<file path="src/rtl/ahb3lite_simple_master.sv">
// ahb3lite_simple_master
// Single-outstanding AHB3-Lite master: converts one command into one SINGLE
// NONSEQ transfer and reports the completion with a one-cycle rsp_valid pulse.
// FSM: IDLE -> ADDR (address phase) -> DATA (data phase) -> IDLE.
// Optional feature: define AHB3LITE_MASTER_ALIGN_CHECK_EN to reject misaligned
// or oversized commands locally with an error response and no bus transfer.
module ahb3lite_simple_master #(
    parameter logic [3:0] HPROT_VAL = 4'b0011
) (
    input  logic        CLK,
    input  logic        RESET,
    // command side
    input  logic        cmd_valid,
    output logic        cmd_ready,
    input  logic        cmd_write,
    input  logic [2:0]  cmd_size,
    input  logic [31:0] cmd_addr,
    input  logic [31:0] cmd_wdata,
    // response side
    output logic        rsp_valid,
    output logic        rsp_err,
    output logic [31:0] rsp_rdata,
    // AHB3-Lite master port
    output logic [31:0] HADDR,
    output logic [1:0]  HTRANS,
    output logic        HWRITE,
    output logic [2:0]  HSIZE,
    output logic [2:0]  HBURST,
    output logic [3:0]  HPROT,
    output logic        HMASTLOCK,
    output logic [31:0] HWDATA,
    input  logic        HREADY,
    input  logic        HRESP,
    input  logic [31:0] HRDATA
);

    localparam logic [1:0] ST_IDLE = 2'd0;
    localparam logic [1:0] ST_ADDR = 2'd1;
    localparam logic [1:0] ST_DATA = 2'd2;

    localparam logic [1:0] TRANS_IDLE   = 2'b00;
    localparam logic [1:0] TRANS_NONSEQ = 2'b10;

    logic [1:0] state;
    logic       accept;
    logic       cmd_bad;

    assign HBURST    = 3'b000;
    assign HPROT     = HPROT_VAL;
    assign HMASTLOCK = 1'b0;

    // Ready only when idle and not held in reset.
    assign cmd_ready = (state == ST_IDLE) && !RESET;
    assign accept    = cmd_valid && cmd_ready;

    // NONSEQ only during the address phase; the data phase is always IDLE.
    assign HTRANS = (state == ST_ADDR) ? TRANS_NONSEQ : TRANS_IDLE;

`ifdef AHB3LITE_MASTER_ALIGN_CHECK_EN
    // Flag sizes above word and addresses not aligned to the transfer size.
    always_comb begin
        cmd_bad = 1'b0;
        case (cmd_size)
            3'd0:    cmd_bad = 1'b0;
            3'd1:    cmd_bad = cmd_addr[0];
            3'd2:    cmd_bad = (cmd_addr[1:0] != 2'b00);
            default: cmd_bad = 1'b1;
        endcase
    end
`else
    // Every command is forwarded to the bus unchanged.
    assign cmd_bad = 1'b0;
`endif

    // Transfer sequencing, address/data latching and response generation.
    always_ff @(posedge CLK) begin
        if (RESET) begin
            state     <= ST_IDLE;
            HADDR     <= '0;
            HWRITE    <= 1'b0;
            HSIZE     <= '0;
            HWDATA    <= '0;
            rsp_valid <= 1'b0;
            rsp_err   <= 1'b0;
            rsp_rdata <= '0;
        end else begin
            rsp_valid <= 1'b0;
            rsp_err   <= 1'b0;
            rsp_rdata <= '0;
            case (state)
                ST_IDLE: begin
                    if (accept) begin
                        if (cmd_bad) begin
                            // Rejected locally: bus signals keep their old values.
                            rsp_valid <= 1'b1;
                            rsp_err   <= 1'b1;
                        end else begin
                            HADDR  <= cmd_addr;
                            HWRITE <= cmd_write;
                            HSIZE  <= cmd_size;
                            HWDATA <= cmd_wdata;
                            state  <= ST_ADDR;
                        end
                    end
                end
                ST_ADDR: begin
                    if (HREADY) begin
                        state <= ST_DATA;
                    end
                end
                ST_DATA: begin
                    // HRESP=1 with HREADY=0 is the first ERROR cycle and just waits.
                    if (HREADY) begin
                        state     <= ST_IDLE;
                        rsp_valid <= 1'b1;
                        rsp_err   <= HRESP;
                        rsp_rdata <= (HRESP || HWRITE) ? '0 : HRDATA;
                    end
                end
                default: begin
                    state <= ST_IDLE;
                end
            endcase
        end
    end

endmodule

</file>
<file path="config.mk">
export PLATFORM = sky130hd
export DESIGN_NAME = ahb3lite_simple_master
export DESIGN_NICKNAME = d
export VERILOG_FILES = /design/src/rtl/ahb3lite_simple_master.sv
export SDC_FILE = /design/constraint.sdc
export NUM_CORES = 1
export LEC_CHECK = 0
export CAP_MARGIN = 20
export CORE_ASPECT_RATIO = 0.5
export CORE_MARGIN = 5
export CORE_UTILIZATION = 41
export CTS_CLUSTER_SIZE = 24
export DETAILED_ROUTE_END_ITERATION = 8
export PLACE_DENSITY = 0.85
export SYNTH_ARGS = -nofsm -noshare
export SYNTH_HDL_FRONTEND = slang
export SYNTH_SLANG_ARGS = --single-unit
</file>
<file path="constraint.sdc">
create_clock -name CLK -period 2.8 [get_ports CLK]
set_input_delay 0.56 -clock CLK [delete_from_list [all_inputs] [get_ports CLK]]
set_output_delay 0.56 -clock CLK [all_outputs]
set_load 0.02 [all_outputs]
</file>
## Yosys cells after proc, flatten, opt, wreduce, memory -nomap -nowiden

Index checks and enable logic that the tools add are counted.
Widths: inputs -> output; s select.

| cells by class | value |
|---|---|
| equal/unequal tests | 5 |
| mux-type cells | 6 |
| bitwise logic cells | 2 |
| reduce and logical (&&, ||, !) cells | 10 |

Operator list:

| kind | count |
|---|---|
| $mux 2 | 4 |
| $ne 2x2->1 const B | 3 |
| $pmux 2 s3 | 1 |
| $reduce_or 4->1 | 1 |
| $reduce_and 3->1 | 1 |
| $reduce_or 3->1 | 1 |
| $eq 2x1->1 const B | 1 |
| $eq 2x2->1 const B | 1 |
| $logic_and 1x1->1 | 2 |
| $logic_not 2->1 | 1 |
| $not 1->1 | 2 |
| $reduce_and 2->1 | 1 |
| $reduce_or 2->1 | 1 |
| $logic_not 1->1 | 1 |
| $logic_or 1x1->1 | 1 |
| $mux 1 | 1 |

| storage, ports and cells | value |
|---|---|
| register bits | 104 |
| input port bits | 105 |
| output and inout port bits | 113 |
| logic and storage cells | 31 |

## Logic depth before layout (Yosys ltp)

| depth | value |
|---|---|
| depth in word-level cells | 5 |
| mapped depth | 6 |
| mapped depth without buffers | 2 |

## Least setup slack after synthesis

OpenSTA, ideal clock, no wires.

| path | value |
|---|---|
| kind | input-to-reg |
| start | input port RESET |
| end | register HADDR[22] |
| library setup time | 121 ps |
| arrival | 1835 ps |
| required time | 2679 ps |
| setup slack | 844 ps |
| stages on the path | 6 |
| path buffers | 4 |
| cells stage by stage | buf_6 or4b_4 buf_6 buf_6 buf_6 mux2_4 |

| on the way | value |
|---|---|
| longest elaborated chain between the ends | 4 |

RTL lines:

| what | RTL line | source |
|---|---|---|
| from (decl) | 11 | `input logic RESET,` |
| $logic_not 1->1 | 53 | `assign cmd_ready = (state == ST_IDLE) && !RESET;` |
| $logic_and 1x1->1 | 53 |  |
| $logic_and 1x1->1 | 54 | `assign accept = cmd_valid && cmd_ready;` |
| $reduce_and 2->1 (no source line) | -- |  |
| to (signal assigned) | 98 | `HADDR <= cmd_addr;` |
| to (decl) | 24 | `output logic [31:0] HADDR,` |

Several ways; a longest one is shown, not always the timed one.
A chain may end at the register's enable or synchronous reset.

## Worst setup path after layout

| path | value |
|---|---|
| start | register state[1] |
| end | output port cmd_ready |

| on the way | value |
|---|---|
| longest elaborated chain between the ends | 2 |

RTL lines:

| what | RTL line | source |
|---|---|---|
| from (decl) | 44 | `logic [1:0] state;` |
| from (signal assigned) | 78 | `state <= ST_IDLE;` |
| from (signal assigned) | 102 | `state <= ST_ADDR;` |
| from (signal assigned) | 108 | `state <= ST_DATA;` |
| $logic_not 2->1 | 53 |  |
| $logic_and 1x1->1 | 53 |  |
| to (decl) | 14 | `output logic cmd_ready,` |

Every way passes these cells.

==> results.json <==
{
  "synthCells": 323,
  "cp_max_fo": 7,
  "pwr_density_cell_nw_per_um2": 583,
  "drive_above_1_share_pct": 17.9,
  "hold_class": "reg -> reg",
  "antenna_found_initial": 0,
  "dr.pass1.iters": 4,
  "final_common_cell": "clkdlybuf4s50_1",
  "p_leak_nw": 2.48,
  "synthToLayoutAreaGrowth_pct": 63.7,
  "clock_path_buffers": 2,
  "dieArea_um2": 11600,
  "clk_pin_slew_worst_paths_ps": 60,
  "clk_latency_ps": 340,
  "rr_startpoint": "state[1]$_SDFFE_PP0P_",
  "dpl_worst_slack_ps": 548,
  "postCtsHoldBufs": 0,
  "min_period_ps": 2120,
  "cts.sinks": 104,
  "drc": 0,
  "synth_area_um2": 3880,
  "cts_tree": "yes",
  "start_util_pct": 41.5,
  "clockRootBuffer": "clkbuf_16",
  "fmax_mhz": 472,
  "critical_path_arrival_ps": 1560,
  "vias": 3000,
  "switchingPower_w": 0.000857,
  "cts_resized": 0,
  "dieWidth_um": 148,
  "r2r_setup_slack_ps": 1100,
  "grt_max_degree": 53,
  "drtAntennaViolNets": 0,
  "startpoint_type": "flop",
  "fin_util_pct": 68.0,
  "ys_seq_elements": 104,
  "ys_warn_count": 0,
  "clockPowerShare_pct": 38.2,
  "core_um2": 9350,
  "startpoint": "state[1]$_SDFFE_PP0P_",
  "fin_total_pwr_w": 0.00371,
  "reg2reg_depth": 3,
  "setup_viol": 0,
  "drv_cap": 0,
  "pin_count": 218,
  "worst-endpoint-required_ps": 2240,
  "p_int_w": 0.00285,
  "criticalPathCategory": "reg -> out",
  "fill_cells": 719,
  "max-slew-margin-rel_pct": 50.0,
  "timing.rr.end": "HADDR[28]$_SDFFE_PP0P_",
  "overflow": 0,
  "rsz0062_at_grt": "no",
  "cts_made_buffers": 9,
  "outcome": "finished clean",
  "io_buffers": 208,
  "finClkSkew_ps": 6.46,
  "synth_area_per_cell_um2": 12.0,
  "netlist-cell-type-count": 20,
  "grt_usage_pct": 18.7,
  "dp_hpwl_mm": 8.16,
  "drt_wl_total_mm": 10.9,
  "yosysSeqAreaShare_pct": 53.6,
  "drtIter0Drc": 113,
  "ir_drop_mv": 0.343,
  "nets": 625,
  "hold_viol_final": 0,
  "sw_frac_of_total_pct": 23.1,
  "viasPerCell": 4.64,
  "crit_end": "cmd_ready",
  "tns_ps": 0,
  "rows": 25,
  "final_cell_mix": "207 x clkdlybuf4s50_1, 104 x dfxtp_1, 68 x nor2b_1",
  "place_inst": 630,
  "report.final.slew_viol_count": 0,
  "first_global_vias": 3122,
  "cts_setup_buffers": 0,
  "fin_ws_ps": 683,
  "fin_crit_sh_pct": 75.6,
  "die_h_um": 78.8,
  "place_congestion": 0.815,
  "wl_per_cell_um": 16.9,
  "fin_cells": 646,
  "power_frac_comb_pct": 18.5,
  "antenna_cells": 0,
  "endpoint_kind": "output port",
  "tightest_slew_ps": 747,
  "htreeDepth": 3,
  "p_seq_share_pct": 43.4,
  "grt_first_pass_wirelength_mm": 17.0
}
power by group through the flow:
stage / Combinational [W] / Clock, W / Sequential [W]
floorplan: 0.000231 / 0 / 0.00174
global placement: 0.000678 / 0 / 0.00164
detailed placement: 0.000688 / 0 / 0.00164
CTS: 0.000692 / 0.00145 / 0.00161
global route: 0.000722 / 0.00152 / 0.00162
finish: 0.000685 / 0.00141 / 0.00161
critical path, cell delays in order, from the launching register on:
cell,delay [ps]
dfxtp_1,370
nor3_1,220
clkdlybuf4s50_1,640
area by class of cell:
type / count / area (µm²) / share of cell area (%)
flip-flops and latches: 104 / 2080 / 32.7
multi-input cells: 186 / 1610 / 25.3
clock inverters: 6 / 115 / 1.81
inverters: 3 / 11.3 / 0.177
repair buffers: 216 / 2160 / 34.0
clock buffers: 10 / 229 / 3.60
well taps: 121 / 151 / 2.38
through the flow:
step                area [µm²]  hold WS (ps)
floorplan                 3910           500
global placement          6010           524
detailed placement        6010           547
CTS                       6360           558
global route              6360           603
finish                    6360           560
metal layers:
layer	routed length (µm)	vias up	track usage (%)
met1	4000	1418	19.1
met4	313	0	7.81
li1	-	1469	-
met5	0	-	0
met2	6070	85	36.4
met3	539	28	5.02
cell families (layout without fill, tap and decap cells):
group	count (synthesis)	after routing	synth area share (%)
flip-flops	104	104	53.6
multiplexers	68	68	20.6
AND/OR/NAND/NOR	107	107	19.6
buffers and inverters	40	235	5.67
AO/OA/AOI/OAI	2	2	0.354
other	2	9	0.193
state kept, by name, indices dropped and copies added (netlist names):
name / count
HADDR: 32
HWDATA: 32
rsp_rdata: 32
HSIZE: 3
state: 2
HWRITE: 1
rsp_err: 1
rsp_valid: 1
how the worst min path moves through the flow:
stage,from,to,slack (ps),cells after the start
global placement,state[0]$_SDFFE_PP0P_,state[1]$_SDFFE_PP0P_,520,2
CTS,state[0]$_SDFFE_PP0P_,state[0]$_SDFFE_PP0P_,560,2
floorplan,state[0]$_SDFFE_PP0P_,state[0]$_SDFFE_PP0P_,500,2
finish,state[0]$_SDFFE_PP0P_,state[0]$_SDFFE_PP0P_,560,2
global route,state[0]$_SDFFE_PP0P_,state[0]$_SDFFE_PP0P_,600,2
detailed placement,state[0]$_SDFFE_PP0P_,state[0]$_SDFFE_PP0P_,550,2
Yosys cell counts:
cell type | instances | share of area, %
dfxtp_1 | 104 | 54
nor2b_1 | 68 | 11
mux2_2 | 59 | 17
nor4b_1 | 32 | 7.2
clkbuf_1 | 18 | 1.7
buf_4 | 9 | 1.7
mux2_4 | 9 | 3.5
buf_2 | 5 | 0.64
buf_6 | 4 | 1.2
inv_1 | 3 | 0.29
conb_1 | 2 | 0.19
nor2_1 | 2 | 0.19
a21oi_1 | 1 | 0.13
buf_1 | 1 | 0.097
nand3b_1 | 1 | 0.19
nand4bb_1 | 1 | 0.29
nor3_1 | 1 | 0.13
o41ai_1 | 1 | 0.23
or3b_2 | 1 | 0.23
or4b_4 | 1 | 0.35
(Power assumes the default switching activity.)
